$ cat config.mk
export PLATFORM = sky130hd
export DESIGN_NAME = lut_wvf_monitor
export DESIGN_NICKNAME = d
export VERILOG_FILES = /design/src/rtl/lut_wvf_monitor.sv
export SDC_FILE = /design/constraint.sdc
export NUM_CORES = 1
export LEC_CHECK = 0
export BUFFER_PORTS_ARGS = -buffer_cell sky130_fd_sc_hd__buf_2
export CELL_PAD_IN_SITES_DETAIL_PLACEMENT = 2
export CELL_PAD_IN_SITES_GLOBAL_PLACEMENT = 2
export CORE_ASPECT_RATIO = 0.5
export CORE_MARGIN = 8
export CORE_UTILIZATION = 37
export CTS_BUF_LIST = sky130_fd_sc_hd__clkbuf_4 sky130_fd_sc_hd__clkbuf_8
export DETAILED_ROUTE_END_ITERATION = 16
export MAX_ROUTING_LAYER = met4
export PLACE_DENSITY = 0.87
export REMOVE_ABC_BUFFERS = 1
export SLEW_MARGIN = 20
export SYNTH_ARGS = -nofsm -noshare
export SYNTH_HDL_FRONTEND = slang
export SYNTH_SLANG_ARGS = --single-unit
$ cat constraint.sdc
create_clock -name CLK_SYS -period 3.15 [get_ports CLK_SYS]
set_clock_uncertainty 0.1 [all_clocks]
set_input_delay 0.4725 -clock CLK_SYS [delete_from_list [all_inputs] [get_ports CLK_SYS]]
set_output_delay 0.4725 -clock CLK_SYS [all_outputs]
set_load 0.005 [all_outputs]
$ cat src/rtl/lut_wvf_monitor.sv
// Per-period statistics monitor for the LUT waveform stream: aligns to LUT_END
// rising edges and publishes cycle length, sample count, min, max and sum per period.
module lut_wvf_monitor #(
  parameter int BITWIDTH   = 8,
  parameter int SMPL_CNT_W = 10,
  parameter int CYC_CNT_W  = 24
) (
  input  logic                           CLK_SYS,
  input  logic                           nRST,
  input  logic                           EN,
  input  logic                           SMPL_STRB,
  input  logic [BITWIDTH-1:0]            LUT_VALUE,
  input  logic                           LUT_END,
  input  logic                           RSLT_RDY,
  output logic                           RSLT_VLD,
  output logic [CYC_CNT_W-1:0]           PER_CYC,
  output logic [SMPL_CNT_W-1:0]          PER_SMPL,
  output logic [BITWIDTH-1:0]            VAL_MIN,
  output logic [BITWIDTH-1:0]            VAL_MAX,
  output logic [BITWIDTH+SMPL_CNT_W-1:0] VAL_SUM,
  output logic                           CYC_SAT,
  output logic                           OVRN,
  output logic [1:0]                     DBG_STATE
);

  localparam int SUM_W = BITWIDTH + SMPL_CNT_W;
  localparam logic [CYC_CNT_W-1:0]  CYC_MAX  = '1;
  localparam logic [CYC_CNT_W-1:0]  CYC_ONE  = CYC_CNT_W'(1);
  localparam logic [SMPL_CNT_W-1:0] SMPL_MAX = '1;
  localparam logic [SMPL_CNT_W-1:0] SMPL_ONE = SMPL_CNT_W'(1);
  localparam logic [BITWIDTH-1:0]   VAL_ONES = '1;

  typedef enum logic [1:0] {IDLE = 2'd0, SYNC = 2'd1, ACQ = 2'd2} state_t;

  // Handshake: a record transfers on any rising edge where RSLT_VLD and RSLT_RDY
  // are both high; the record is held stable while RSLT_VLD=1 and RSLT_RDY=0.
  state_t                  state_q, state_d;
  logic                    end_q, end_d;
  logic [CYC_CNT_W-1:0]    cyc_q, cyc_d, cyc_nx;
  logic                    sat_q, sat_d, sat_nx;
  logic [SMPL_CNT_W-1:0]   smpl_q, smpl_d, smpl_nx;
  logic [SUM_W-1:0]        sum_q, sum_d, sum_nx;
  logic [BITWIDTH-1:0]     min_q, min_d, min_nx;
  logic [BITWIDTH-1:0]     max_q, max_d, max_nx;
  logic                    vld_q, vld_d;
  logic [CYC_CNT_W-1:0]    per_cyc_q, per_cyc_d;
  logic [SMPL_CNT_W-1:0]   per_smpl_q, per_smpl_d;
  logic [BITWIDTH-1:0]     rmin_q, rmin_d;
  logic [BITWIDTH-1:0]     rmax_q, rmax_d;
  logic [SUM_W-1:0]        rsum_q, rsum_d;
  logic                    rsat_q, rsat_d;
  logic                    ovrn_q, ovrn_d;
  logic                    bnd, take, slot_free;

  always_comb begin
    bnd       = LUT_END & ~end_q;
    // A saturated sample count freezes sum and min/max as well.
    take      = SMPL_STRB & (smpl_q != SMPL_MAX);
    smpl_nx   = take ? smpl_q + SMPL_ONE : smpl_q;
    sum_nx    = take ? sum_q + SUM_W'(LUT_VALUE) : sum_q;
    min_nx    = (take && (LUT_VALUE < min_q)) ? LUT_VALUE : min_q;
    max_nx    = (take && (LUT_VALUE > max_q)) ? LUT_VALUE : max_q;
    if (cyc_q == CYC_MAX) begin
      cyc_nx = cyc_q;
      sat_nx = 1'b1;
    end else begin
      cyc_nx = cyc_q + CYC_ONE;
      sat_nx = sat_q;
    end
    slot_free = ~vld_q | RSLT_RDY;

    state_d    = state_q;
    end_d      = LUT_END;
    cyc_d      = cyc_q;
    sat_d      = sat_q;
    smpl_d     = smpl_q;
    sum_d      = sum_q;
    min_d      = min_q;
    max_d      = max_q;
    vld_d      = vld_q & ~RSLT_RDY;
    per_cyc_d  = per_cyc_q;
    per_smpl_d = per_smpl_q;
    rmin_d     = rmin_q;
    rmax_d     = rmax_q;
    rsum_d     = rsum_q;
    rsat_d     = rsat_q;
    ovrn_d     = ovrn_q;

    if (!EN) begin
      state_d = IDLE;
      cyc_d   = '0;
      sat_d   = 1'b0;
      smpl_d  = '0;
      sum_d   = '0;
      min_d   = VAL_ONES;
      max_d   = '0;
    end else begin
      case (state_q)
        IDLE: state_d = SYNC;
        SYNC: begin
          if (bnd) begin
            state_d = ACQ;
            cyc_d   = CYC_ONE;
            sat_d   = 1'b0;
            smpl_d  = '0;
            sum_d   = '0;
            min_d   = VAL_ONES;
            max_d   = '0;
          end
        end
        ACQ: begin
          if (bnd) begin
            // The strobe coincident with the boundary closes the ending period.
            if (slot_free) begin
              vld_d      = 1'b1;
              per_cyc_d  = cyc_q;
              per_smpl_d = smpl_nx;
              rmin_d     = (smpl_nx == '0) ? '0 : min_nx;
              rmax_d     = max_nx;
              rsum_d     = sum_nx;
              rsat_d     = sat_q;
            end else begin
              ovrn_d = 1'b1;
            end
            cyc_d  = CYC_ONE;
            sat_d  = 1'b0;
            smpl_d = '0;
            sum_d  = '0;
            min_d  = VAL_ONES;
            max_d  = '0;
          end else begin
            cyc_d  = cyc_nx;
            sat_d  = sat_nx;
            smpl_d = smpl_nx;
            sum_d  = sum_nx;
            min_d  = min_nx;
            max_d  = max_nx;
          end
        end
        default: state_d = IDLE;
      endcase
    end
  end

  always_ff @(posedge CLK_SYS or negedge nRST) begin
    if (!nRST) begin
      state_q    <= IDLE;
      end_q      <= 1'b0;
      cyc_q      <= '0;
      sat_q      <= 1'b0;
      smpl_q     <= '0;
      sum_q      <= '0;
      min_q      <= VAL_ONES;
      max_q      <= '0;
      vld_q      <= 1'b0;
      per_cyc_q  <= '0;
      per_smpl_q <= '0;
      rmin_q     <= '0;
      rmax_q     <= '0;
      rsum_q     <= '0;
      rsat_q     <= 1'b0;
      ovrn_q     <= 1'b0;
    end else begin
      state_q    <= state_d;
      end_q      <= end_d;
      cyc_q      <= cyc_d;
      sat_q      <= sat_d;
      smpl_q     <= smpl_d;
      sum_q      <= sum_d;
      min_q      <= min_d;
      max_q      <= max_d;
      vld_q      <= vld_d;
      per_cyc_q  <= per_cyc_d;
      per_smpl_q <= per_smpl_d;
      rmin_q     <= rmin_d;
      rmax_q     <= rmax_d;
      rsum_q     <= rsum_d;
      rsat_q     <= rsat_d;
      ovrn_q     <= ovrn_d;
    end
  end

  assign RSLT_VLD  = vld_q;
  assign PER_CYC   = per_cyc_q;
  assign PER_SMPL  = per_smpl_q;
  assign VAL_MIN   = rmin_q;
  assign VAL_MAX   = rmax_q;
  assign VAL_SUM   = rsum_q;
  assign CYC_SAT   = rsat_q;
  assign OVRN      = ovrn_q;
  assign DBG_STATE = state_q;

endmodule
==> results of run 1 <==
## worst register-to-register path: cells and delay by family (launching register included)
family	cells	cell delay [ns]
compound gates	3	1.25
fa+ha+maj	1	0.36
buf+inv	1	0.26
simple gates	2	0.29
flops	1	0.57
## registers in the layout (all words and copies together), names as in the netlist
signal and count:
VAL_MAX 8, max_q 8, VAL_MIN 8, DBG_STATE 2, cyc_q 24, PER_CYC 24, OVRN 1, PER_SMPL 10
VAL_SUM 18, end_q 1, RSLT_VLD 1, smpl_q 10, sat_q 1, sum_q 18, CYC_SAT 1, min_q 8
## area by class of cell
cell class              count  share of cell area
clock buffers              22              0.0337
clock inverters            10              0.0184
inverters                  26              0.0113
multi-input cells         575               0.412
flip-flops and latches    143               0.416
well taps                 266              0.0386
repair buffers            105              0.0704
## synth_stat cells, types with 9 or more instances
library cell,n
o21ai_0,68
a22o_1,17
clkbuf_1,26
nand3_1,17
a21oi_1,42
ha_1,25
nand4_1,13
xor2_1,9
and3_1,9
xnor2_1,16
mux2i_1,16
dfrtp_1,135
inv_1,26
buf_2,14
nand2_1,161
nor2_1,43
a31oi_1,13
## cells by family (layout without fill, tap and decap cells)
kind of cell,Yosys count,in the layout,synth area share
XOR/XNOR,25,25,0.0294
flip-flops,143,143,0.482
buffers and inverters,73,163,0.0427
multiplexers,17,17,0.0230
AND/OR/NAND/NOR,299,299,0.196
AO/OA/AOI/OAI,208,208,0.183
adder cells (fa/ha/maj),26,26,0.0447
## routing by layer
layer / share of wire / global-route usage / wire (um) / up-vias
li1: - / - / - / 2943
met1: 0.44 / 0.264 / 11500 / 3418
met2: 0.50 / 0.373 / 13100 / 143
met3: 0.031 / 0.0396 / 817 / 43
met4: 0.024 / 0.0856 / 622 / 0
met5: 0 / - / 0 / -
## how the worst max path moves through the flow
stage | startpoint | endpoint | slack (ns) | cells after the start
floorplan | LUT_END | VAL_MIN[0] | -0.83 | 6
global placement | smpl_q[0] | sum_q[0] | 0.47 | 6
detailed placement | smpl_q[0] | smpl_q[1] | 0.29 | 7
CTS | smpl_q[0] | smpl_q[1] | 0.22 | 7
global route | smpl_q[0] | smpl_q[1] | 0.08 | 7
finish | smpl_q[0] | smpl_q[1] | 0.23 | 7
## report_power, final
group          total, mW  internal, mW  switching (mW)
Clock               1.70         0.941           0.758
Combinational      0.356         0.126           0.229
Sequential          1.92          1.89          0.0382
## metrics by stage
step | total power [mW] | setup WS (ns) | area [sq um]
finish | 3.98 | 0.232 | 8630
global route | 4.14 | 0.0821 | 8630
CTS | 4.02 | 0.222 | 8630
detailed placement | 2.31 | 0.287 | 8170
global placement | 2.28 | 0.471 | 8170
floorplan | 2.10 | -0.829 | 7230
==> run_results.csv, run 1 <==
group,metric,value,unit
worst_setup_path,crit_required,3.43,ns
floorplan,fp-row-count,36,
cts,cts_root_buffer,"clkbuf_8",
routing,avgViaCountPerCell,5.71,
cts,htree_levels,4,
job,max_cap_violations,0,
layout,layoutNonFillerInstCount,1147,
layout,areaGrowthSynthToFinish,15.8,%
floorplan,start_util,0.380,
sta,timing.setup.tns,0,ns
cts,clock_path_buffers,2,
yosys,synth_cell_type_count,68,
cts,cts_setup_buffers,0,
worst_setup_path,path_class,"register to register",
sta,rsz0062_at_grt,"false",
worst_hold_path,min_path_cells,1,
cts,cts_resized,0,
worst_setup_path,slowest_delay,0.62,ns
sta,relSlewSlack,0.478,
routing,ant_nets,0,
floorplan,boundaryPins,87,
yosys,ys_seq_area_frac,0.482,
grt,grt_usage,0.221,
sta,finalHoldViolCount,0,
worst_setup_path,r2r_cells,7,
yosys,synth_flop_cell,"dfrtp_1",
worst_setup_path,r2r_start,"smpl_q[0]",
worst_setup_path,cp-end-kind,"register",
placed_design,place_hpwl,17600,um
yosys,ys_seq_elements,143,
worst_setup_path,cp_slowest_cell,"o21ai_1",
cts,numCtsBuffers,17,
placed_design,post-place-cells,1114,
routing,drt-initial-drc-count,341,
yosys,avgSynthCellArea,9.42,sq um
sta,worst_slew_pin_slew,0.778,ns
grt,grt_pass1_vias,7425,
sta,layout_min_cycle_time,2.92,ns
layout,final_cell_mix,"nand2_1, dfrtp_1, buf_2",
run_status,status,"completed",
routing,drt_pass1_iterations,5,
yosys,synth_area_leaders,"dfrtp_1, nand2_1, o21ai_0",
floorplan,coreArea,19600,sq um
layout,multiInputGateArea,3550,sq um
yosys,yosys_warnings,0,
grt,grt.overflow.total,0,
floorplan,die-area,25200,sq um
cts,cts_tree,"built",
routing,drc,0,
yosys,netlist_area,7450,sq um
yosys,synth_top_cell_by_area,"dfrtp_1",
placed_design,portBuffers,86,
yosys,ys_async_sr_fraction,1.00,
worst_setup_path,crit_family,"compound AO/OA/AOI/OAI gates",
worst_setup_path,critPathBufInv,1,
grt,antenna_found_initial,0,
worst_hold_path,min_from,"LUT_END",
pwr,p_per_area,461,nW/um^2
worst_setup_path,crit_chain,"ha_1 -> nand2_1 -> o31a_1 -> buf_4 -> o21ai_1 -> nand2_1 -> o21ai_0",
sta,post-route-period-util,0.926,
sta,drv_slew,0,
cts,cts_num_sinks,143,
layout,layout_commonest_cell,"nand2_1",
worst_setup_path,crit_top_cell,"nand2_1",
routing,wl,26100,um
worst_setup_path,worst-path-max-fanout,12,
placed_design,gp_congestion,0.833,
layout,final_layout_size_suffix_gt1_frac,0.187,
cts,hold_buffers,1,
floorplan,die_y,116,um
layout,seq_area,3590,sq um
worst_setup_path,arrival,3.20,ns
sta,fmax,343,MHz
yosys,synth_top_area_frac,0.453,
pwr,p_leak,4.13,nW
worst_setup_path,reg2reg_slack,0.23,ns
worst_hold_path,whs_endpoint,"end_q",
pwr,vdd_drop_max,0.280,mV
layout,fillers,2105,
layout,finish.net_count,908,
worst_setup_path,critPathLaunchType,"register",
grt,grt_pass1_wl,42400,um
layout,n_antenna_cell,0,
sta,setup_viol,0,
yosys,synth-edff-count,0,
cts,insertion_delay,0.48,ns
floorplan,die_w,217,um
grt,grt_max_degree,82,
worst_setup_path,r2r-end,"smpl_q[1]",
routing,drt-wirelength-per-cell,22.8,um
cts,clk_pin_slew,0.09,ns
routing,route.vias.total,6547,
yosys,syn_inst,791,
worst_hold_path,min_path_type,"input port to register",
sta,hold_ws,0.0557,ns
layout,fin_util,0.440,
No activity file was read; power rests on OpenSTA's default activity.
==> run 2: changes to the inputs <==
Clock period 3.15 ns to 3.16 ns, I/O delays scaled along.
==> run_results.csv, run 2 (synthesized netlist as in run 1, its figures left out) <==
group,metric,value,unit
job,max_cap_violations,0,
routing,drt_pass1_iterations,5,
routing,avgViaCountPerCell,5.76,
worst_setup_path,crit_required,3.48,ns
worst_setup_path,r2r_start,"min_q[1]",
pwr,intPower,2.84,mW
layout,design_area,8590,sq um
floorplan,die-area,25200,sq um
layout,finish.net_count,906,
worst_setup_path,arrival,3.16,ns
grt,grt_pass1_vias,7580,
worst_setup_path,worst-path-max-fanout,17,
layout,layout_commonest_cell,"nand2_1",
grt,grt.overflow.total,0,
sta,setup_viol,0,
floorplan,fp-row-count,36,
worst_setup_path,endpoint,"min_q[1]",
sta,worst_slew_pin_slew,0.792,ns
grt,grt_usage,0.224,
routing,drt-initial-drc-count,296,
placed_design,gp_congestion,0.844,
cts,cts_num_sinks,143,
worst_setup_path,r2r-end,"min_q[1]",
pwr,switching_share,0.274,
sta,timing.setup.tns,0,ns
floorplan,start_util,0.380,
sta,relSlewSlack,0.472,
floorplan,coreArea,19600,sq um
cts,htree_levels,4,
routing,ant_nets,0,
floorplan,boundaryPins,87,
sta,layout_min_cycle_time,2.84,ns
placed_design,portBuffers,86,
worst_setup_path,cp-startpoint,"min_q[1]",
layout,areaGrowthSynthToFinish,15.4,%
cts,cts_root_buffer,"clkbuf_8",
placed_design,place_hpwl,17400,um
routing,wl,26800,um
grt,grt_pass1_wl,43400,um
pwr,comb_power_share,0.092,
worst_setup_path,reg2reg_slack,0.32,ns
worst_hold_path,min_path_type,"input port to register",
sta,post-route-period-util,0.898,
sta,drv_slew,0,
grt,antenna_found_initial,1,
pwr,p_leak,4.11,nW
worst_setup_path,path_class,"register to register",
cts,cts_tree,"built",
grt,grt_max_degree,79,
layout,final_cell_mix,"nand2_1, dfrtp_1, buf_2",
cts,cts_setup_buffers,0,
routing,route.vias.total,6611,
layout,fillers,2138,
routing,drt-wirelength-per-cell,23.3,um
placed_design,place_area,8150,sq um
floorplan,die_w,217,um
worst_setup_path,cp-end-kind,"register",
pwr,p_per_area,456,nW/um^2
pwr,sequentialPowerShare,0.490,
routing,drc,0,
sta,finalHoldViolCount,0,
pwr,vdd_drop_max,0.285,mV
floorplan,die_y,116,um
worst_setup_path,r2r_cells,8,
layout,final_layout_size_suffix_gt1_frac,0.187,
cts,clk_pin_slew,0.10,ns
sta,fmax,352,MHz
cts,insertion_delay,0.48,ns
worst_setup_path,critPathLaunchType,"register",
pwr,switchingPower,1.07,mW
run_status,status,"completed",
cts,numCtsBuffers,17,
cts,clock_path_buffers,2,
sta,rsz0062_at_grt,"false",
pwr,clkPwrFrac,0.418,
## run 2: changes by cell type in the layout (fill, tap and decap cells not counted)
| cell | before | now |
|---|---|---|
| diode_2 | 0 | 2 |
| o31a_1 | 2 | 1 |
| buf_4 | 16 | 14 |
| clkbuf_8 | 20 | 19 |
| clkinvlp_4 | 2 | 3 |
| bufinv_16 | 4 | 3 |
| inv_6 | 0 | 3 |
| o31a_2 | 0 | 1 |
| clkbuf_4 | 2 | 1 |
| clkinv_2 | 3 | 2 |
## run 2: timing repair
item,CTS,global route
gates resized for setup,0,1
hold endpoints to repair,73,0
hold buffers,1,0
endpoints found under the setup margin,0,1
## run 2: layout make-up
class,count,area [sq um],share of cell area
antenna,2,5.00,0.000582
clock buffer,20,269,0.0313
clock inverter,12,158,0.0183
inverter,26,97.6,0.0114
multi-input combinational,575,3550,0.413
sequential,143,3590,0.418
tap,266,333,0.0387
timing repair buffer,103,592,0.0689
## run 2: worst min-delay path by stage
| stage | start | depth (start not counted) | end |
|---|---|---|---|
| 2_1_floorplan | nRST | 0 | CYC_SAT |
| 3_3_place_gp | VAL_SUM[1] | 2 | VAL_SUM[1] |
| 3_5_place_dp | PER_CYC[12] | 2 | PER_CYC[12] |
| 4_1_cts | LUT_END | 1 | end_q |
| 5_1_grt | LUT_END | 1 | end_q |
| 6_report | LUT_END | 1 | end_q |
## run 2: power groups by stage
stage                     sequential, mW  clock (mW)  combinational, mW
after floorplan                     1.95           0              0.147
after detailed placement            1.95           0              0.345
final                               1.92        1.64              0.359
after global routing                1.92        1.73              0.389
after global placement              1.95           0              0.322
after CTS                           1.92        1.67              0.363
## run 2: worst max-delay path: stages (launching register included)
cell	delay (ns)
dfstp_2	0.58
inv_1	0.05
ha_1	0.27
o21ai_0	0.21
o21bai_1	0.12
a21oi_1	0.29
o21ai_4	0.23
a21oi_1	0.60
o32a_1	0.31
## run 2: metrics by stage
| stage | power, mW | hold slack (ns) | std cells | setup slack, ns | util |
|---|---|---|---|---|---|
| after floorplan | 2.10 | 0.0784 | 744 | -0.821 | - |
| after global placement | 2.27 | 0.350 | 1112 | 0.472 | 0.416 |
| after detailed placement | 2.30 | 0.360 | 1112 | 0.305 | 0.416 |
| after CTS | 3.95 | 0.0440 | 1145 | 0.184 | 0.438 |
| after global routing | 4.04 | 0.0483 | 1146 | 0.157 | 0.439 |
| final | 3.92 | 0.0683 | 1147 | 0.321 | 0.439 |
## run 2: routing by layer
metal,part of all wire,GRT usage,vias up
li1,-,-,2946
met1,0.43,0.258,3467
met2,0.50,0.389,141
met3,0.035,0.0452,57
met4,0.027,0.0870,0
met5,0,-,-
==> run 3: changes to the inputs <==
Settings changed: CTS_BUF_LIST sky130_fd_sc_hd__clkbuf_4 sky130_fd_sc_hd__clkbuf_8 to sky130_fd_sc_hd__clkbuf_4.
==> run_results.csv, run 3 (synthesized netlist as in run 1, its figures left out) <==
group,metric,value,unit
sta,worst_slew_pin_slew,0.781,ns
floorplan,coreArea,19600,sq um
sta,relSlewSlack,0.476,
routing,drc,0,
sta,hold_ws,0.0847,ns
layout,finish.net_count,907,
worst_setup_path,r2r_start,"smpl_q[0]",
grt,antenna_found_initial,1,
layout,final_layout_size_suffix_gt1_frac,0.183,
grt,grt_pass1_wl,40600,um
worst_hold_path,min_path_cells,2,
worst_hold_path,whs_endpoint,"DBG_STATE[1]",
routing,route.vias.total,6451,
placed_design,place_hpwl,17400,um
placed_design,place_area,8150,sq um
worst_setup_path,worst-path-max-fanout,12,
floorplan,fp-row-count,36,
placed_design,portBuffers,86,
cts,insertion_delay,0.60,ns
floorplan,boundaryPins,87,
cts,cts_root_buffer,"clkbuf_4",
placed_design,gp_congestion,0.844,
worst_setup_path,r2r-end,"max_q[5]",
sta,rsz0062_at_grt,"false",
layout,multiInputGateArea,3550,sq um
routing,avgViaCountPerCell,5.62,
sta,worst_slack,0.220,ns
layout,seq_area,3590,sq um
worst_setup_path,arrival,3.36,ns
grt,grt_max_degree,79,
placed_design,place_ws,0.305,ns
sta,fmax,340,MHz
layout,fillers,2170,
pwr,p_leak,4.05,nW
floorplan,die_w,217,um
worst_hold_path,min_from,"EN",
cts,htree_levels,4,
grt,grt.overflow.total,0,
pwr,p_per_area,422,nW/um^2
placed_design,post-place-cells,1112,
routing,wl,24900,um
floorplan,start_util,0.380,
layout,design_area,8470,sq um
worst_setup_path,path_class,"register to register",
worst_setup_path,reg2reg_slack,0.22,ns
job,max_cap_violations,0,
sta,finalHoldViolCount,0,
worst_setup_path,critPathLaunchType,"register",
routing,ant_nets,0,
floorplan,die-area,25200,sq um
worst_setup_path,cp-end-kind,"register",
cts,cts_tree,"built",
sta,post-route-period-util,0.930,
cts,cts_num_sinks,143,
run_status,status,"completed",
worst_setup_path,crit_required,3.58,ns
routing,drt_pass1_iterations,5,
routing,drt-initial-drc-count,322,
layout,final_cell_mix,"nand2_1, dfrtp_1, buf_2",
grt,grt_pass1_vias,7298,
pwr,vdd_drop_max,0.199,mV
worst_hold_path,min_path_type,"input port to register",
sta,layout_min_cycle_time,2.94,ns
routing,drt-wirelength-per-cell,21.7,um
cts,clk_pin_slew,0.15,ns
sta,drv_slew,0,
sta,setup_viol,0,
cts,cts_resized,0,
floorplan,die_y,116,um
layout,areaGrowthSynthToFinish,13.8,%
grt,grt_usage,0.208,
pwr,power,3.58,mW
cts,clock_path_buffers,2,
layout,layout_commonest_cell,"nand2_1",
layout,layoutNonFillerInstCount,1147,
cts,numCtsBuffers,17,
worst_setup_path,r2r_cells,8,
run 3: cell count changes in the layout (fill, tap and decap cells not counted), sizes merged:
cell	before	now
clkbuf	20	18
clkinv	3	5
diode	2	1
dlygate4sd3	1	2
run 3: worst max-delay path by stage:
stage	startpoint	endpoint	slack [ns]
final	smpl_q[0]	max_q[5]	0.22
after global routing	smpl_q[0]	sum_q[1]	0.05
after CTS	smpl_q[0]	sum_q[1]	0.24
after detailed placement	smpl_q[0]	sum_q[1]	0.30
after global placement	smpl_q[0]	sum_q[0]	0.47
after floorplan	LUT_END	VAL_MIN[0]	-0.82
run 3: per-layer routing:
metal  up-vias  part of all wire  track usage
met5         -                 0            -
met4         0             0.015       0.0704
met3        30             0.032       0.0406
met2       111              0.51        0.358
met1      3362              0.44        0.246
li1       2948                 -            -
run 3: power breakdown:
group / switching, mW / internal [mW]
Clock: 0.760 / 0.556
Combinational: 0.218 / 0.125
Sequential: 0.0354 / 1.88
run 3: final cells by class:
cell class,count,area share
Multi-Input combinational cell,575,0.419
Clock inverter,14,0.0195
Antenna cell,1,0.000295
Tap cell,266,0.0393
Sequential cell,143,0.423
Clock buffer,18,0.0159
Timing Repair Buffer,104,0.0710
Inverter,26,0.0115
run 3: repair_timing:
item | CTS | global route
hold endpoints to repair | 74 | 0
hold buffers | 2 | 0
endpoints found under the setup margin | 0 | 0
buffers inserted | 0 | 0
run 3: critical path: stages, from the launching register on:
cell     delay (ns)
dfrtp_1        0.54
ha_1           0.36
nand2_1        0.16
o31a_1         0.54
o21ai_1        0.14
a31oi_1        0.22
buf_4          0.21
and2_1         0.38
a22o_1         0.22
run 3: metrics by stage:
step / util / setup TNS, ns
3_5_place_dp: 0.416 / 0
6_report: 0.433 / 0
3_3_place_gp: 0.416 / 0
4_1_cts: 0.432 / 0
5_1_grt: 0.433 / 0
2_1_floorplan: - / -6.71
